`config.mk`:
```
export PLATFORM = sky130hd
export DESIGN_NAME = multi_edge_counter
export DESIGN_NICKNAME = d
export VERILOG_FILES = /design/src/rtl/edge_detect_pkg.sv /design/src/rtl/edge_channel.sv /design/src/rtl/multi_edge_counter.sv
export SDC_FILE = /design/constraint.sdc
export NUM_CORES = 1
export LEC_CHECK = 0
export ABC_AREA = 0
export BUFFER_PORTS_ARGS = -buffer_cell sky130_fd_sc_hd__buf_2
export CAP_MARGIN = 20
export CORE_ASPECT_RATIO = 1.1
export CORE_UTILIZATION = 52
export CTS_BUF_LIST = sky130_fd_sc_hd__clkbuf_16
export CTS_CLUSTER_DIAMETER = 200
export DETAILED_ROUTE_END_ITERATION = 10
export PLACE_DENSITY = 0.71
export SLEW_MARGIN = 30
export SYNTH_ARGS = -nofsm -noshare
export SYNTH_HDL_FRONTEND = slang
export SYNTH_SLANG_ARGS = --single-unit
```
`constraint.sdc`:
```
create_clock -name clk -period 2 [get_ports clk]
set_input_delay 0.6 -clock clk [delete_from_list [all_inputs] [get_ports clk]]
set_output_delay 0.6 -clock clk [all_outputs]
set_load 0.005 [all_outputs]
```
`src/rtl/edge_detect_pkg.sv`:
```
// Shared edge-select encodings and helpers for the button edge counter.
// Pure definitions; no clocked logic, no latency, no backpressure.
package edge_detect_pkg;

  typedef enum logic [1:0] {
    MODE_RISE = 2'b00,
    MODE_FALL = 2'b01,
    MODE_BOTH = 2'b10,
    MODE_NONE = 2'b11
  } mode_e;

  // Debounce counter width: clog2 of the persistence window, at least one bit.
  function automatic int db_width(input int cyc);
    return (cyc > 1) ? $clog2(cyc) : 1;
  endfunction

  function automatic logic edge_sel(input logic [1:0] m, input logic r, input logic f);
    case (mode_e'(m))
      MODE_RISE: return r;
      MODE_FALL: return f;
      MODE_BOTH: return r | f;
      default:   return 1'b0;
    endcase
  endfunction

endpackage

```
`src/rtl/edge_channel.sv`:
```
// One button: synchroniser, debouncer, registered rise/fall pulses.
// Pulses appear SYNC_STAGES+DEBOUNCE_CYC edges after first sample; no backpressure.
module edge_channel
  import edge_detect_pkg::*;
#(
  parameter int SYNC_STAGES  = 2,
  parameter int DEBOUNCE_CYC = 16
) (
  input  logic clk,
  input  logic rst,
  input  logic button,
  output logic rise,
  output logic fall,
  output logic commit_rise,
  output logic commit_fall
);

  localparam int DB_W = db_width(DEBOUNCE_CYC);
  localparam logic [DB_W-1:0] DB_LAST = DB_W'(DEBOUNCE_CYC - 1);

  logic [SYNC_STAGES-1:0] sync_q;
  logic                   synced;
  logic                   stable;
  logic [DB_W-1:0]        db_cnt;
  logic                   commit;

  assign synced      = sync_q[SYNC_STAGES-1];
  assign commit      = (synced != stable) && (db_cnt == DB_LAST);
  // Combinational strobes let the top register pulse alongside rise/fall.
  assign commit_rise = commit & synced;
  assign commit_fall = commit & ~synced;

  always_ff @(posedge clk or posedge rst) begin
    if (rst) begin
      sync_q <= '0;
      stable <= 1'b0;
      db_cnt <= '0;
      rise   <= 1'b0;
      fall   <= 1'b0;
    end else begin
      sync_q <= {sync_q[SYNC_STAGES-2:0], button};
      rise   <= commit_rise;
      fall   <= commit_fall;
      if (synced == stable) begin
        db_cnt <= '0;
      end else if (commit) begin
        stable <= synced;
        db_cnt <= '0;
      end else begin
        db_cnt <= db_cnt + 1'b1;
      end
    end
  end

endmodule

```
`src/rtl/multi_edge_counter.sv`:
```
// Multi-channel debounced edge detector with mode-selected pulses and wrapping counters.
// Pulse shares the rise/fall cycle, count follows one edge later; no backpressure.
module multi_edge_counter
  import edge_detect_pkg::*;
#(
  parameter int N_CH         = 2,
  parameter int CNT_W        = 4,
  parameter int DEBOUNCE_CYC = 16,
  parameter int SYNC_STAGES  = 2
) (
  input  logic                    clk,
  input  logic                    rst,
  input  logic [N_CH-1:0]         buttons,
  input  logic [1:0]              mode,
  input  logic                    clear,
  output logic [N_CH-1:0]         rise,
  output logic [N_CH-1:0]         fall,
  output logic [N_CH-1:0]         pulse,
  output logic [N_CH*CNT_W-1:0]   count,
  output logic                    any_event
);

  logic [N_CH-1:0] commit_rise;
  logic [N_CH-1:0] commit_fall;

  for (genvar i = 0; i < N_CH; i++) begin : g_ch
    edge_channel #(
      .SYNC_STAGES (SYNC_STAGES),
      .DEBOUNCE_CYC(DEBOUNCE_CYC)
    ) u_ch (
      .clk        (clk),
      .rst        (rst),
      .button     (buttons[i]),
      .rise       (rise[i]),
      .fall       (fall[i]),
      .commit_rise(commit_rise[i]),
      .commit_fall(commit_fall[i])
    );
  end

  always_ff @(posedge clk or posedge rst) begin
    if (rst) begin
      pulse <= '0;
    end else begin
      for (int i = 0; i < N_CH; i++) begin
        pulse[i] <= edge_sel(mode, commit_rise[i], commit_fall[i]);
      end
    end
  end

  // clear wins over a coincident pulse; that event is intentionally dropped.
  always_ff @(posedge clk or posedge rst) begin
    if (rst) begin
      count <= '0;
    end else if (clear) begin
      count <= '0;
    end else begin
      for (int i = 0; i < N_CH; i++) begin
        if (pulse[i]) begin
          count[i*CNT_W +: CNT_W] <= count[i*CNT_W +: CNT_W] + 1'b1;
        end
      end
    end
  end

  assign any_event = |pulse;

endmodule

```
* Word level (Yosys, flattened, before mapping)
Index checks and enable logic that the tools add are counted. W data, S select, Z words.
Word-level totals: latch bits 0, logic and storage cells 52, memory bits (writable) 0, memories 0, bits of input ports 7, bits in read-only memories 0, output and inout port bits 15, bits in registers 28
Operators by class: add/subtract/negate cells 4, $mul 0, shifts and indexed selects 0, magnitude comparators 0, equal/unequal tests 8, div/mod/pow operators 0, reduce and logical (&&, ||, !) cells 8, multiplexer cells 9, bitwise operators 10
Operators with widths (number):
- $mux W4 | 6
- $add A4 B1 Y4 const B | 4
- $eq A4 B4 Y1 const B | 2
- $mux W8 | 1
- $pmux W1 S3 | 2
- $and A1 B1 Y1 | 4
- $not A1 Y1 | 4
- $reduce_and A2 Y1 | 2
- $reduce_bool A2 Y1 | 2
- $eq A1 B1 Y1 | 2
- $eq A2 B1 Y1 const B | 1
- $eq A2 B2 Y1 const B | 1
- $logic_and A1 B1 Y1 | 2
- $logic_not A2 Y1 | 1
- $ne A1 B1 Y1 | 2
- $or A1 B1 Y1 | 2
- $reduce_or A2 Y1 | 1

* Longest topological paths before layout
Gate-level depths: netlist of the first run.
depth after elaboration 5, gate-level depth with buffers 4, mapped depth without buffers 4

* Cells and area by module
A second synthesis of the first run with hierarchy kept.
Unflattened totals: cells, all modules 93, area, all modules 1174.9 um^2
Modules (own cells, without submodules):
- edge_channel | area an instance 347.8 um^2, instances 2, cells an instance 25, seq. area each 225.2 um^2
- multi_edge_counter | area an instance 479.2 um^2, instances 1, cells an instance 43, seq. area each 250.2 um^2

* Worst setup path before layout of the first run
Ideal clock, no wire load.
path kind reg2out, from reg pulse[0], to out any_event, data arrival time 739 ps, required time 1400 ps, path buffers 0, stages on the path, launching flop included 2, slack 661 ps, cells stage by stage dfrtp_1 -> or2_2
On the way: longest elaborated chain between the ends 1
Ends and longest elaborated chain:
- start, declared | RTL line multi_edge_counter.sv:18 | output logic [N_CH-1:0] pulse,
- start signal, assigned by index | RTL line multi_edge_counter.sv:46 | pulse[i] <= edge_sel(mode, commit_rise[i], commit_fall[i]);
- $reduce_or A2 Y1 | RTL line multi_edge_counter.sv:66 | assign any_event = |pulse;
- end, declared | RTL line multi_edge_counter.sv:20 | output logic any_event
No other way between the ends.

* Worst setup path in the final report of the first run
Same ends and word-level chain as after synthesis.

==> reports/metrics.cfg, run 1 <==
[final_layout]
area_delta_synth_final_pct=19.09
ff_latch_area_um2=700.7
instances_no_fill=148
antenna_cells=0
nNetsFinal=132
nFillCells=187
multiInputGateArea_um2=436.7
final_cell_area_um2=1413
post_route_cells_drive_above_1_share_pct=26.67

[timing]
hold_slack_ps=355.7
period_needed_ps=1729
fmax_mhz=578.3
relSlewSlack_pct=74.02
tightest_slew_ps=386.9
rsz0062_at_grt=no
skew_ps=2.985
drv_slew=0
finalSetupViolations=0
tns_ps=0
hold_viol_final=0
finalCritPeriodShare_pct=86.46

[synth]
ys_seq_area_share_pct=59.07
synth_edf_count=0
ys_top_cells_by_count=dfrtp_1, nor2_1, xnor2_1
synth_flop_cell=dfrtp_1
synth_area_leaders=dfrtp_1, xnor2_1, ha_1
synth_top_area_share_pct=59.07
async_flop_share_pct=100.0
synth-seq-cells=28
yosys.area.top_type=dfrtp_1
synth_warnings=0
netlist_instances=98
synth_area_um2=1186
synth.most_common_cell=dfrtp_1
syn-num-nets=109
synth_cell_types=25
avgSynthCellArea_um2=12.10

[critical_path]
crit_fanout=6
crit_start=pulse[0]$_DFF_PP0_
timing.rr.end=g_ch[1].u_ch.stable$_DFFE_PP0P_
critPathArrivalTime_ps=1130
endpoint_kind=output port
reg2reg_from=g_ch[1].u_ch.db_cnt[0]$_DFF_PP0_
cp_slowest_cell=dfrtp_1
start_kind=flop
regToRegSetupSlack_ps=770
path_cells=or2_2, buf_2
required_ps=1400
max_stage_delay_ps=440
crit_end=any_event
worstSetupPathType=flop to output port
r2r.worst_path.cells=3

[power_and_ir_drop]
leakage_uw=0.0007022
p_per_area_nw_per_um2=863.3
peakVddDrop_uv=617.5

[min_path]
holdCritPathClass=input port to async pin

[placed_design]
port_buffers=21
dp_hpwl_mm=1.273
placed_cell_area_um2=1308
routabilityCongestion=0.6663
placed_cells=144

[clocking]
cts_resized=0
cts_sinks=28
post_cts.repair.setup_buffers=0
cts_tree=built
insertion_delay_ps=260
cts_root_buffer=clkbuf_16
cts_buffers=3
htreeDepth=1
cts_hold_buf=0
ctsLongestPathBuffers=2
path_clk_slew_ps=60

[floorplan]
die_w_um=47.54
core_area_um2=2085
start_util_pct=56.90
rows=17
die_h_um=52.09
pin_count=22
design.die.area_um2=2476

[drt]
drt_iter0_markers=4
post_drt_via_cell_ratio=5.189
drt_wl_total_mm=1.773
route.vias.total=768
drt.antenna.violating_nets=0
drc=0
drtPass1Iterations=3
wire_per_inst_um=11.98

[grt]
grt_pass1_wl_mm=2.815
grt_pass1_vias=703
grt_usage_pct=16.55
grt_max_degree=17
antenna_found_initial=0
overflow=0

[run]
cap_viol_max_count=0

[run_status]
status=finished, final reports clean

-- layer usage --
metal / vias to the layer above / wire length, um / GRT usage (%)
met3: 4 / 71 / 3.472
met5: - / 0 / 0
li1: 372 / - / -
met2: 19 / 860 / 28.08
met1: 373 / 810 / 19.03
met4: 0 / 30 / 8.333
-- kinds of logic after synthesis --
logic type / after synthesis / share of synthesized area, %
multiplexers: 3 / 2.637
adder cells (fa/ha/maj): 4 / 4.220
flip-flops: 28 / 59.07
AO/OA/AOI/OAI: 8 / 3.481
AND/OR/NAND/NOR: 35 / 18.35
XOR/XNOR: 11 / 8.122
buffers and inverters: 9 / 4.113
-- cell usage in the layout, fill, tap and decap left out, drive strengths merged --
master and instances:
a21oi 4, a31oi 1, and4bb 2, buf 23
bufinv 1, clkbuf 3, dfrtp 28, ha 4
inv 4, mux2 1, mux2i 2, nand2 3
nand3 2, nand4 2, nand4b 2, nor2 12
nor2b 2, nor3 2, nor3b 7, o21ai 3
or2 1, xnor2 6, xor2 5
-- critical path, delay by kind of cell (launching register included) --
kind / cells / cell delay [ps]
DFF: 1 / 440
and+or+nand+nor: 1 / 310
buffers and inverters: 1 / 130
-- worst min-delay path by stage --
stage,start,slack [ps],cells after the start,to
floorplan,g_ch[0].u_ch.sync_q[0]$_DFF_PP0_,330,0,g_ch[0].u_ch.sync_q[1]$_DFF_PP0_
CTS,g_ch[0].u_ch.sync_q[0]$_DFF_PP0_,360,0,g_ch[0].u_ch.sync_q[1]$_DFF_PP0_
global route,g_ch[0].u_ch.sync_q[0]$_DFF_PP0_,360,0,g_ch[0].u_ch.sync_q[1]$_DFF_PP0_
global placement,g_ch[0].u_ch.sync_q[0]$_DFF_PP0_,330,0,g_ch[0].u_ch.sync_q[1]$_DFF_PP0_
finish,rst,360,3,g_ch[0].u_ch.fall$_DFF_PP0_
detailed placement,g_ch[0].u_ch.sync_q[0]$_DFF_PP0_,340,0,g_ch[0].u_ch.sync_q[1]$_DFF_PP0_
-- area by class of cell --
class | instances | share of cell area [%]
Timing Repair Buffer | 23 | 8.503
Tap cell | 28 | 2.480
Multi-Input combinational cell | 61 | 30.91
Inverter | 4 | 1.063
Clock buffer | 3 | 5.314
Sequential cell | 28 | 49.60
Clock inverter | 1 | 2.126
-- state kept, by name, summed over array words and instances (netlist names) --
register / flops
g_ch.u_ch.db_cnt: 8
g_ch.u_ch.sync_q: 4
g_ch.u_ch.stable: 2
g_ch.u_ch.fall: 2
pulse: 2
count: 8
g_ch.u_ch.rise: 2
-- through the flow --
step / worst slack, ps / power (uW) / utilization, %
6_report: 270.9 / 1220 / 67.77
5_1_grt: 223.8 / 1264 / 67.77
4_1_cts: 263.5 / 1239 / 67.77
3_5_place_dp: 546.7 / 660.8 / 62.73
3_3_place_gp: 559.4 / 657.3 / 62.73
2_1_floorplan: 660.9 / 638.7 / -
-- where the power goes --
part / switching, uW / leakage (uW) / internal [uW]
clock network: 173 / 0.0000511 / 398
registers: 14.0 / 0.000377 / 580
logic: 30.0 / 0.000274 / 24.7
No activity file was read; power rests on OpenSTA's default activity.
==> run 2, diff against run 1 <==
- ABC_AREA: 0 -> 1
- CAP_MARGIN: 20 -> 10
- SKIP_CTS_REPAIR_TIMING: not set -> 1
==> reports/metrics.cfg, run 2 <==
[grt]
busiest_layer=met2
grt_max_degree=29
met1_usage_pct=20.46
overflow=0
grt_pass1_wl_mm=3.194
use_met2_pct=32.43
grt_pass1_vias=854
grt_usage_pct=18.45
use_met3_pct=3.103
antenna_found_initial=0

[critical_path]
r2r.worst_path.cells=6
crit_buf_inv=2
endpoint_kind=output port
crit_start=pulse[0]$_DFF_PP0_
cp_slowest_cell=dfrtp_1
start_kind=flop
reg2reg_from=g_ch[0].u_ch.db_cnt[0]$_DFF_PP0_
worstSetupPathType=flop to output port
regToRegSetupSlack_ps=880
crit_fanout=7
crit_cells=3
critPathArrivalTime_ps=960
max_stage_delay_ps=440
required_ps=1400
path_cells=inv_1, nand2_1, buf_2
timing.rr.end=g_ch[0].u_ch.stable$_DFFE_PP0P_
path_delay_family=flip-flops
crit_end=any_event

[synth]
avgSynthCellArea_um2=9.217
synth-seq-cells=28
syn-num-nets=142
synth_top_area_share_pct=58.03
synth_cell_types=16
synth_area_um2=1207
ys_seq_area_share_pct=58.03
synth_area_leaders=dfrtp_1, nor2_1, nand2_1
synth_edf_count=0
synth_warnings=0
yosys.area.top_type=dfrtp_1
ys_top_cells_by_count=dfrtp_1, nor2_1, nand2_1
netlist_instances=131
async_flop_share_pct=100.0
synth_flop_cell=dfrtp_1

[power_and_ir_drop]
leakage_uw=0.0007914
switchingPower_uw=221.9
combPwrFrac_pct=4.2
seqPwrFrac_pct=48.6
clkPwrFrac_pct=47.2
intPower_uw=998.0
p_sw_share_pct=18.19
p_per_area_nw_per_um2=853.0
peakVddDrop_uv=619.8

[clocking]
ctsLongestPathBuffers=2
cts_sinks=28
cts_tree=built
cts_buffers=3
cts_root_buffer=clkbuf_16
insertion_delay_ps=260
htreeDepth=1
path_clk_slew_ps=60

[final_layout]
post_route_cells_drive_above_1_share_pct=24.18
nFillCells=152
final_util_pct=67.91
nNetsFinal=165
reg_top3=count: 8 flops, g_ch.u_ch.db_cnt: 8 flops, g_ch.u_ch.sync_q: 4 flops
area_delta_synth_final_pct=18.45
mostFrequentLayoutCells=nor2_1, dfrtp_1, nand2_1
antenna_cells=0

[timing]
rsz0062_at_grt=no
skew_ps=2.984
relSlewSlack_pct=77.51
finalCritPeriodShare_pct=77.90
tns_ps=0
fmax_mhz=641.9
period_needed_ps=1558
finalSetupViolations=0
drv_slew=0
setup_slack_ps=442.1
tightest_slew_ps=337.3
hold_viol_final=0

[placed_design]
port_buffers=21
dp_slack_ps=720.7
dp_hpwl_mm=1.383
routabilityCongestion=0.7223

[floorplan]
start_util_pct=57.34
core_area_um2=2106
die_h_um=52.54
pin_count=22
design.die.area_um2=2519
rows=17
die_w_um=47.95

[drt]
wire_per_inst_um=10.39
drt.antenna.violating_nets=0
route.vias.total=884
drt_iter0_markers=4
post_drt_via_cell_ratio=4.884
drt_wl_total_mm=1.880
drtPass1Iterations=4
drc=0

[min_path]
worst_hold_startpoint=g_ch[0].u_ch.sync_q[0]$_DFF_PP0_
hold_depth=0
holdCritPathClass=flop to flop

[run]
cap_viol_max_count=0

[run_status]
status=finished, final reports clean

==> run 2: cell types whose count changed after synthesis, sizes merged, moves of 3 or more <==
cell   delta
inv       +8
nand2    +30
nand3     +4
nor2     +20
nor3b     -7
xnor2     -6
xor2      -3
==> run 2: layer usage <==
metal | up-vias | share of wire, %
met5 | - | 0
met4 | 0 | 2.1
met3 | 5 | 3.4
met2 | 18 | 51
met1 | 412 | 43
li1 | 449 | -
==> run 2: area by class of cell <==
class / instances / area, um2 / share of cell area [%]
flip-flops and latches: 28 / 700.7 / 48.99
clock inverters: 1 / 30.03 / 2.100
inverters: 12 / 45.04 / 3.150
multi-input cells: 87 / 431.7 / 30.18
repair buffers: 22 / 112.6 / 7.874
clock buffers: 3 / 75.07 / 5.249
well taps: 28 / 35.03 / 2.450
==> run 2: how the worst min path moves through the flow <==
stage / to / slack, ps
2_1_floorplan: g_ch[0].u_ch.sync_q[1]$_DFF_PP0_ / 330
3_3_place_gp: g_ch[1].u_ch.sync_q[1]$_DFF_PP0_ / 330
3_5_place_dp: g_ch[0].u_ch.sync_q[1]$_DFF_PP0_ / 350
4_1_cts: g_ch[0].u_ch.sync_q[1]$_DFF_PP0_ / 360
5_1_grt: g_ch[0].u_ch.sync_q[1]$_DFF_PP0_ / 370
6_report: g_ch[0].u_ch.sync_q[1]$_DFF_PP0_ / 360
==> run 2: through the flow <==
step	instances	area [um2]	hold WS (ps)	power, uW
3_3_place_gp	177	1325	334.3	652.8
4_1_cts	181	1430	362.6	1237
5_1_grt	181	1430	369.4	1262
6_report	181	1430	355.1	1220
2_1_floorplan	131	1207	331.2	635.8
3_5_place_dp	177	1325	347.2	655.2
==> run 2: logic make-up (layout without fill, tap and decap cells) <==
| logic type | Yosys count | count (layout) | synth area share (%) |
|---|---|---|---|
| and+or+nand+nor | 73 | 73 | 26.42 |
| DFF | 28 | 28 | 58.03 |
| buffers and inverters | 16 | 38 | 6.217 |
| AOI/OAI and AO/OA | 8 | 8 | 3.730 |
| adders and majority gates | 4 | 4 | 4.145 |
| xor gates and xnor gates | 2 | 2 | 1.451 |
==> run 2: power groups by stage <==
stage               logic (uW)  clock network [uW]  registers, uW
global route              62.0                 607            593
CTS                       53.2                 592            592
finish                    51.3                 576            592
detailed placement        52.2                   0            603
global placement          50.7                   0            602
floorplan                 35.7                   0            600
==> run 3, diff against run 2 <==
- ABC_AREA: 1 -> 0
- CORE_UTILIZATION: 52 -> 48
- PLACE_DENSITY: 0.71 -> 0.69
- clock period: 2 -> 1.3 ns (I/O delays scaled with it)
==> reports/metrics.cfg, run 3 (synthesis results as in run 1) <==
[placed_design]
port_buffers=21
dp_hpwl_mm=1.279
routabilityCongestion=0.6917
dp_slack_ps=81.20

[final_layout]
area_delta_synth_final_pct=18.14
post_route_cells_drive_above_1_share_pct=26.67
layout_commonest_cell=dfrtp_1
nNetsFinal=133
reg_top3=count: 8 flops, g_ch.u_ch.db_cnt: 8 flops, g_ch.u_ch.sync_q: 4 flops
mostFrequentLayoutCells=dfrtp_1, buf_2, nor2_1
antenna_cells=0

[timing]
rsz0062_at_grt=yes
relSlewSlack_pct=73.39
fmax_mhz=728.0
hold_viol_final=0
skew_ps=0.9303
tns_ps=-73.67
drv_slew=0
period_needed_ps=1374
finalCritPeriodShare_pct=105.7
finalSetupViolations=1
tightest_slew_ps=396.3
setup_slack_ps=-73.67

[floorplan]
core_area_um2=2297
design.die.area_um2=2674
rows=18
die_h_um=54.14
start_util_pct=51.63
die_w_um=49.40
pin_count=22

[grt]
grt_max_degree=29
grt_pass1_wl_mm=3.063
overflow=0
grt_pass1_vias=719
grt_usage_pct=15.49
antenna_found_initial=0

[drt]
wl_met1_um=812
drt_wl_total_mm=1.792
dr_wl_met3_um=83
post_drt_via_cell_ratio=5.133
drc=0
top_layer_used=met4
met2_length_um=867
drt.antenna.violating_nets=0
drtPass1Iterations=4
route.vias.total=770
wire_per_inst_um=11.95
drt_iter0_markers=6

[power_and_ir_drop]
peakVddDrop_uv=719.9
p_per_area_nw_per_um2=1183
leakage_uw=0.0006935

[clocking]
cts_root_buffer=clkbuf_16
path_clk_slew_ps=60
cts_tree=built
cts_sinks=28
ctsLongestPathBuffers=2
cts_buffers=3
htreeDepth=1
insertion_delay_ps=250

[critical_path]
critPathArrivalTime_ps=980
crit_start=pulse[0]$_DFF_PP0_
required_ps=910
crit_fanout=2
worstSetupPathType=flop to output port
endpoint_kind=output port
reg2reg_from=g_ch[1].u_ch.db_cnt[0]$_DFF_PP0_
start_kind=flop

[min_path]
holdCritPathClass=input port to async pin

[run_status]
status=finished, violations left
violations=setup timing

[run]
cap_viol_max_count=0

## run 3: cell count changes in the layout (fill, tap and decap cells not counted), sizes merged, moves of 4 or more
| cell | before | now |
|---|---|---|
| xnor2 | 0 | 6 |
| nor3b | 0 | 7 |
| nand2 | 33 | 3 |
| inv | 12 | 4 |
| nand3 | 6 | 2 |
| nor2 | 32 | 12 |
## run 3: final timing paths
kind	slack (ps)	endpoint	depth (start not counted)
hold reg to reg	350	g_ch[0].u_ch.sync_q[1]$_DFF_PP0_	0
max in group asynchronous	860	g_ch[1].u_ch.db_cnt[0]$_DFF_PP0_	3
setup / recovery	-70	any_event	2
setup reg to reg	80	g_ch[1].u_ch.stable$_DFFE_PP0P_	3
min in group clk	240	g_ch[0].u_ch.sync_q[0]$_DFF_PP0_	1
hold / removal	180	g_ch[0].u_ch.db_cnt[3]$_DFF_PP0_	3
## run 3: critical path, stage by stage, from the launching register on
cell and delay [ps]:
dfrtp_1 370, or2_4 250, buf_6 110
## run 3: stage by stage
step | utilization [%] | instance area (um2) | power [uW] | hold slack (ps) | std cells
global placement | 57.35 | 1318 | 1008 | 332.8 | 147
floorplan | - | 1186 | 982.6 | 331.2 | 98
global route | 61.00 | 1401 | 1722 | 227.4 | 150
finish | 61.00 | 1401 | 1657 | 183.6 | 150
CTS | 60.62 | 1393 | 1671 | 199.9 | 150
detailed placement | 57.35 | 1318 | 1013 | 347.1 | 147
## run 3: cell type report
type	count	area, um2
clock buffer	3	75.07
inverter	4	15.01
tap	30	37.54
fill	197	895.9
timing repair buffer	24	133.9
sequential	28	700.7
multi-input combinational	61	439.2
## run 3: report_power, final
group          total [uW]  leakage [uW]  switching (uW)  internal, uW
registers             915      0.000377            22.2           893
logic                81.7      0.000280            45.9          35.8
clock network         661     0.0000370             254           407
total                1660      0.000694             322          1340
## run 3: per-layer routing
layer | GRT usage, % | vias to the layer above
li1 | - | 372
met1 | 19.08 | 369
met2 | 26.94 | 25
met3 | 2.542 | 4
met4 | 7.619 | 0
met5 | 0 | -
